==> config.mk <==
export PLATFORM = sky130hd
export DESIGN_NAME = cbus_arbiter
export DESIGN_NICKNAME = d
export VERILOG_FILES = /design/src/rtl/cbus_arbiter.sv
export SDC_FILE = /design/constraint.sdc
export NUM_CORES = 1
export LEC_CHECK = 0
export ABC_AREA = 1
export CORE_AREA = 8 8 194 196
export DETAILED_ROUTE_END_ITERATION = 10
export DIE_AREA = 0 0 202 204
export PLACE_DENSITY = 0.65
export SKIP_CTS_REPAIR_TIMING = 1
export SLEW_MARGIN = 20
export SYNTH_ARGS = -nofsm -noshare
export SYNTH_HDL_FRONTEND = slang
export SYNTH_SLANG_ARGS = --single-unit
==> constraint.sdc <==
create_clock -name clk -period 1.7 [get_ports clk]
set_input_delay 0.255 -clock clk [delete_from_list [all_inputs] [get_ports clk]]
set_output_delay 0.255 -clock clk [all_outputs]
set_load 0.01 [all_outputs]
==> src/rtl/cbus_arbiter.sv <==
// cbus_arbiter: shares one memory request port between the CPU fetch
// side and the data side. One memory transaction at a time; the data side
// wins when both request together; every result is returned with a
// single-cycle addr_ok/data_ok pulse.
module cbus_arbiter #(
    parameter int ADDR_W = 64
) (
    input  logic              clk,
    input  logic              rst,

    input  logic              ireq_valid,
    input  logic [ADDR_W-1:0] ireq_addr,
    output logic              iresp_addr_ok,
    output logic              iresp_data_ok,
    output logic [31:0]       iresp_data,

    input  logic              dreq_valid,
    input  logic [ADDR_W-1:0] dreq_addr,
    input  logic [2:0]        dreq_size,
    input  logic [7:0]        dreq_strobe,
    input  logic [63:0]       dreq_data,
    output logic              dresp_addr_ok,
    output logic              dresp_data_ok,
    output logic [63:0]       dresp_data,

    output logic              mreq_valid,
    output logic              mreq_write,
    output logic [ADDR_W-1:0] mreq_addr,
    output logic [2:0]        mreq_size,
    output logic [7:0]        mreq_strobe,
    output logic [63:0]       mreq_data,
    input  logic              mresp_ok,
    input  logic [63:0]       mresp_data
);

    typedef enum logic [2:0] {
        IDLE  = 3'd0,
        IBUSY = 3'd1,
        DBUSY = 3'd2,
        IRESP = 3'd3,
        DRESP = 3'd4
    } state_t;

    state_t            state_q;
    logic              mreq_valid_q;
    logic              mreq_write_q;
    logic [ADDR_W-1:0] mreq_addr_q;
    logic [2:0]        mreq_size_q;
    logic [7:0]        mreq_strobe_q;
    logic [63:0]       mreq_data_q;
    logic              iresp_ok_q;
    logic              dresp_ok_q;
    logic [31:0]       iresp_data_q;
    logic [63:0]       dresp_data_q;

    logic [31:0]       iresp_word_d;
    logic              dreq_write_d;

    // Pick the 32-bit instruction out of the 64-bit memory beat using the
    // latched fetch address, and classify the incoming data request.
    always_comb begin
        iresp_word_d = mreq_addr_q[2] ? mresp_data[63:32] : mresp_data[31:0];
        dreq_write_d = (dreq_strobe != 8'h00);
    end

    // Arbitration FSM; every output is a register so the memory request
    // stays frozen for the whole stall regardless of upstream changes.
    always_ff @(posedge clk or negedge rst) begin
        if (!rst) begin
            state_q       <= IDLE;
            mreq_valid_q  <= 1'b0;
            mreq_write_q  <= 1'b0;
            mreq_addr_q   <= '0;
            mreq_size_q   <= 3'd0;
            mreq_strobe_q <= 8'h00;
            mreq_data_q   <= 64'h0;
            iresp_ok_q    <= 1'b0;
            dresp_ok_q    <= 1'b0;
            iresp_data_q  <= 32'h0;
            dresp_data_q  <= 64'h0;
        end else begin
            case (state_q)
                IDLE: begin
                    if (dreq_valid) begin
                        // Data side has priority; a simultaneous fetch waits here.
                        state_q       <= DBUSY;
                        mreq_valid_q  <= 1'b1;
                        mreq_write_q  <= dreq_write_d;
                        mreq_addr_q   <= dreq_addr;
                        mreq_size_q   <= dreq_size;
                        mreq_strobe_q <= dreq_strobe;
                        mreq_data_q   <= dreq_data;
                    end else if (ireq_valid) begin
                        state_q       <= IBUSY;
                        mreq_valid_q  <= 1'b1;
                        mreq_write_q  <= 1'b0;
                        mreq_addr_q   <= ireq_addr;
                        mreq_size_q   <= 3'd2;
                        mreq_strobe_q <= 8'h00;
                        mreq_data_q   <= 64'h0;
                    end
                end
                IBUSY: begin
                    if (mresp_ok) begin
                        state_q      <= IRESP;
                        mreq_valid_q <= 1'b0;
                        iresp_ok_q   <= 1'b1;
                        iresp_data_q <= iresp_word_d;
                    end
                end
                DBUSY: begin
                    if (mresp_ok) begin
                        state_q      <= DRESP;
                        mreq_valid_q <= 1'b0;
                        dresp_ok_q   <= 1'b1;
                        dresp_data_q <= mresp_data;
                    end
                end
                IRESP: begin
                    // No grant from here: a still-asserted valid is only
                    // looked at again once back in IDLE.
                    state_q    <= IDLE;
                    iresp_ok_q <= 1'b0;
                end
                DRESP: begin
                    state_q    <= IDLE;
                    dresp_ok_q <= 1'b0;
                end
                default: begin
                    state_q      <= IDLE;
                    mreq_valid_q <= 1'b0;
                    iresp_ok_q   <= 1'b0;
                    dresp_ok_q   <= 1'b0;
                end
            endcase
        end
    end

    assign mreq_valid    = mreq_valid_q;
    assign mreq_write    = mreq_write_q;
    assign mreq_addr     = mreq_addr_q;
    assign mreq_size     = mreq_size_q;
    assign mreq_strobe   = mreq_strobe_q;
    assign mreq_data     = mreq_data_q;
    assign iresp_addr_ok = iresp_ok_q;
    assign iresp_data_ok = iresp_ok_q;
    assign iresp_data    = iresp_data_q;
    assign dresp_addr_ok = dresp_ok_q;
    assign dresp_data_ok = dresp_ok_q;
    assign dresp_data    = dresp_data_q;

endmodule

# [Word-level counts from Yosys, hierarchy flattened]
# Cells that the tools add are included.
[op_classes] n_eq_ne=8 muxes=23 n_bitwise=3 reduce_logical=14
[ops] op="two-way mux 64 bit" n=4
[ops] op="two-way mux 32 bit" n=1
[ops] op="two-way mux 3 bit" n=6
[ops] op="two-way mux 8 bit" n=2
[ops] op="AND reduction 2 bit" n=5
[ops] op="one-hot mux 3 bit (3 select lines)" n=1
[ops] op="nonzero test 8 bit" n=1
[ops] op="equality test 3 x 2 -> 1 bit (second input constant)" n=2
[ops] op="two-way mux 1 bit" n=6
[ops] op="AND reduction 3 bit" n=2
[ops] op="OR reduction 3 bit" n=2
[ops] op="inequality test 2 bit (second input constant)" n=2
[ops] op="one-hot mux 1 bit (2 select lines)" n=2
[ops] op="OR reduction 2 bit" n=2
[ops] op="equality test 3 x 1 -> 1 bit (second input constant)" n=1
[ops] op="equality test 3 bit (second input constant)" n=1
[ops] op="zero test 3 bit" n=1
[ops] op="inequality test 3 bit (second input constant)" n=1
[ops] op="inverter 1 bit" n=3
[ops] op="one-hot mux 1 bit (3 select lines)" n=1
[ops] op="inequality test 2 x 1 -> 1 bit (second input constant)" n=1
[ops] op="nonzero test 2 bit" n=1
[word_totals] regBits=242 input_bits=272 output_inout_bits=241 wordCells=59

# [Longest topological paths before layout]
[depth] ltp_word=4 mapped_depth=8 depth_no_buf=7

# [Least setup slack after synthesis]
# No wires, ideal clock.
[synth_timing] kind="flip-flop to flip-flop" startpoint="register state_q[0]" endpoint="register dresp_data_q[10] (netlist: dresp_data[10])" setup_ns=0.117 arrival_time_ns=1.282 required_ns=1.583 slack_ns=0.301 path_stages_with_launch=9 path_buffers=2 period_less_slack_ns=1.399 path_cell_list="dfrtp_1 -> nor2_2 -> nand2_1 -> nor2_4 -> inv_2 -> buf_2 -> buf_6 -> nand2_1 -> nand2_1"
[synth_between] elab_chain_len=2
[synth_lines] item="start: declaration" line_no="44" text="state_t state_q;"
[synth_lines] item="start signal: assignment" line_no="70" text="state_q <= IDLE;"
[synth_lines] item="start signal: assignment" line_no="86" text="state_q <= DBUSY;"
[synth_lines] item="start signal: assignment" line_no="94" text="state_q <= IBUSY;"
[synth_lines] item="equality test 3 x 2 -> 1 bit" line_no="82" text="case (state_q)"
[synth_lines] item="AND reduction 2 bit (no source line)"
[synth_lines] item="end signal: assignment" line_no="116" text="dresp_data_q <= mresp_data;"
[synth_lines] item="end: declaration" line_no="54" text="logic [63:0] dresp_data_q;"
# No other way between the ends.
# A chain may end at the register's enable or synchronous reset.

# [Worst setup path in the final report]
[layout_timing] startpoint="register dresp_data_q[13] (netlist: dresp_data[13])" endpoint="output port dresp_data[13]"
[layout_rtl] item="end: declaration" line_no="24" text="output logic [63:0] dresp_data,"
# No word-level cell between the ends.

==> results.json <==
{
  "synthAdderAreaFrac_pct": 0,
  "yosysTopAreaCellShare_pct": 59.6,
  "routedWlPerCell_um": 18.2,
  "clk_path_buf_depth": 3,
  "grtUsageTotal_pct": 18.0,
  "core_area_um2": 34800,
  "finalHoldViolCount": 0,
  "yosysSeqAreaShare_pct": 59.6,
  "avgViaCountPerCell": 4.48,
  "firstDrtPassIters": 7,
  "path_clk_slew_ns": 0.06,
  "tightest_slew_ns": 0.510,
  "synth_area_leaders": "dfrtp_1, nand2_1, o211ai_1, o21ai_0, or2_2",
  "yosysTopAreaCell": "dfrtp_1",
  "root_buffer": "clkbuf_16",
  "syn-num-nets": 1438,
  "diodes": 0,
  "final_core_util_pct": 50.2,
  "post-dp-hpwl_um": 30000,
  "fill_cells": 3233,
  "final.setup.worst_slack_ns": 0.0369,
  "top_level_ports": 513,
  "cp-end-kind": "primary output",
  "min_period_over_period_pct": 97.8,
  "place.gp.congestion": 0.842,
  "nets": 1949,
  "cpPeakStageDelay_ns": 0.55,
  "maxCapViolCount": 0,
  "outcome": "completed",
  "synth_cell_types": 22,
  "arrival_ns": 1.41,
  "yosys.area_share.simple_pct": 25.6,
  "start_util_pct": 29.2,
  "clock_skew_ns": 0.0124,
  "synth_area_um2": 10200,
  "synth_top_family_by_area": "simple AND/OR/NAND/NOR gates",
  "finalWirelength_um": 39100,
  "hold_class": "input port to register",
  "synth_mux_area_share_pct": 0,
  "drv_slew": 0,
  "synth_xor_xnor_area_share_pct": 0,
  "dr_total_vias": 9638,
  "async_flop_share_pct": 100,
  "crit_buf_inv": 1,
  "ys.flop_type": "dfrtp_1",
  "clock-sinks": 242,
  "clock_latency_ns": 0.53,
  "die_width_um": 202,
  "setup_viol": 0,
  "grt_first_pass_wirelength_um": 59300,
  "relSlewSlack_pct": 66.0,
  "period_needed_ns": 1.66,
  "ys_warn_count": 0,
  "peakVddDrop_uv": 720,
  "synth-edff-count": 0,
  "die_area_um2": 41200,
  "syn-mean-instance-area_um2": 8.72,
  "grt_max_degree": 88,
  "htreeDepth": 1,
  "die_h_um": 204,
  "crit_type": "register to primary output",
  "worstPathRequired_ns": 1.44,
  "drt-initial-drc-count": 371,
  "num_rows": 69,
  "synth-compound-area-share_pct": 9.74,
  "io_buffers": 512,
  "worstPathCellList": "clkdlybuf4s50_1",
  "fmax_ghz": 0.601,
  "synth_commonest_cells": "nand2_1, dfrtp_1, o21ai_0, o211ai_1, or2_2",
  "ys_ff_latch": 242,
  "tns_ns": 0,
  "antenna_found_initial": 2,
  "synth.most_common_cell": "nand2_1",
  "numCtsBuffers": 27,
  "area_growth_pct": 71.6,
  "dp_slack_ns": -0.0152,
  "slowest_stage": "clkdlybuf4s50_1",
  "cts_tree": "done",
  "power_density_nw_per_um2": 1630,
  "path_delay_family": "buffers and inverters",
  "drive_above_1_share_pct": 8.10,
  "drc": 0,
  "antenna_left": 0,
  "cp_max_fo": 2,
  "syn_inst": 1166,
  "grt_pass1_vias": 9850,
  "overflow": 0,
  "p_leak_uw": 0.0108,
  "start_kind": "register"
}
## flip-flops by register name, indices dropped and copies added (netlist names), 3 cells and up
signal	cells
iresp_data	32
mreq_addr	64
mreq_strobe	8
mreq_size	3
mreq_data	64
dresp_data	64
state_q	3
## through the flow
stage / total power, uW / instances / hold WS (ns) / instance area [um2]
after detailed placement: 24100 / 2106 / 0.240 / 16000
after global routing: 30500 / 2152 / 0.235 / 17400
final: 28500 / 2152 / 0.257 / 17400
after floorplan: 15600 / 1166 / -0.0406 / 10200
after CTS: 29700 / 2149 / -0.341 / 16800
after global placement: 23900 / 2106 / 0.244 / 16000
## worst paths after layout
path	startpoint	endpoint	slack, ns	cells after the start
worst max-delay path	dresp_data[13]	dresp_data[13]	0.04	1
worst min-delay path	dreq_data[19]	mreq_data[19]	0.26	3
worst max register to register	state_q[0]	mreq_data[40]	0.07	8
worst min register to register	mreq_strobe[6]	mreq_strobe[6]	0.46	2
max in group asynchronous	rst	dresp_addr_ok	0.82	3
min in group asynchronous	rst	mreq_data[32]	0.27	2
## per-layer routing
metal | up-vias | global-route usage [%] | part of all wire, %
met1 | 4504 | 21.8 | 39
li1 | 4696 | - | -
met5 | - | 0 | 0.069
met3 | 59 | 5.93 | 8.6
met4 | 4 | 5.56 | 2.7
met2 | 375 | 30.1 | 49
## cell usage in the layout, fill, tap and decap left out, types with 3 or more instances in the layout
| cell type | synthesis | layout |
|---|---|---|
| nor2_1 | 6 | 5 |
| or2_0 | 17 | 17 |
| clkbuf_8 | 0 | 4 |
| nand3_1 | 7 | 7 |
| dfrtp_1 | 242 | 241 |
| clkdlybuf4s50_1 | 0 | 271 |
| clkbuf_1 | 38 | 7 |
| inv_1 | 40 | 40 |
| dlymetal6s2s_1 | 0 | 239 |
| nand2_1 | 560 | 560 |
| buf_12 | 0 | 17 |
| inv_2 | 5 | 4 |
| clkinv_2 | 0 | 4 |
| o211ai_1 | 64 | 64 |
| buf_4 | 9 | 24 |
| or2_2 | 47 | 47 |
| o21ai_0 | 90 | 90 |
| o21ai_1 | 9 | 9 |
| clkbuf_16 | 0 | 27 |
| nor2_4 | 2 | 3 |
## kinds of logic (layout without fill, tap and decap cells)
family	after synthesis	count (layout)
AND/OR/NAND/NOR	642	642
flip-flops	242	242
AO/OA/AOI/OAI	165	165
buffers and inverters	117	642
## final cells by class
type	instances	area [um2]	area share, %
Multi-Input combinational cell	807	3600	20.7
Clock buffer	38	757	4.34
Clock inverter	5	28.8	0.165
Inverter	45	171	0.982
Sequential cell	242	6060	34.7
Tap cell	461	577	3.31
Timing Repair Buffer	554	6250	35.8
## report_power, final
group,internal [uW],switching [uW]
logic,6480,6800
clock network,3060,2290
registers,8430,1460
(Power assumes the default switching activity.)
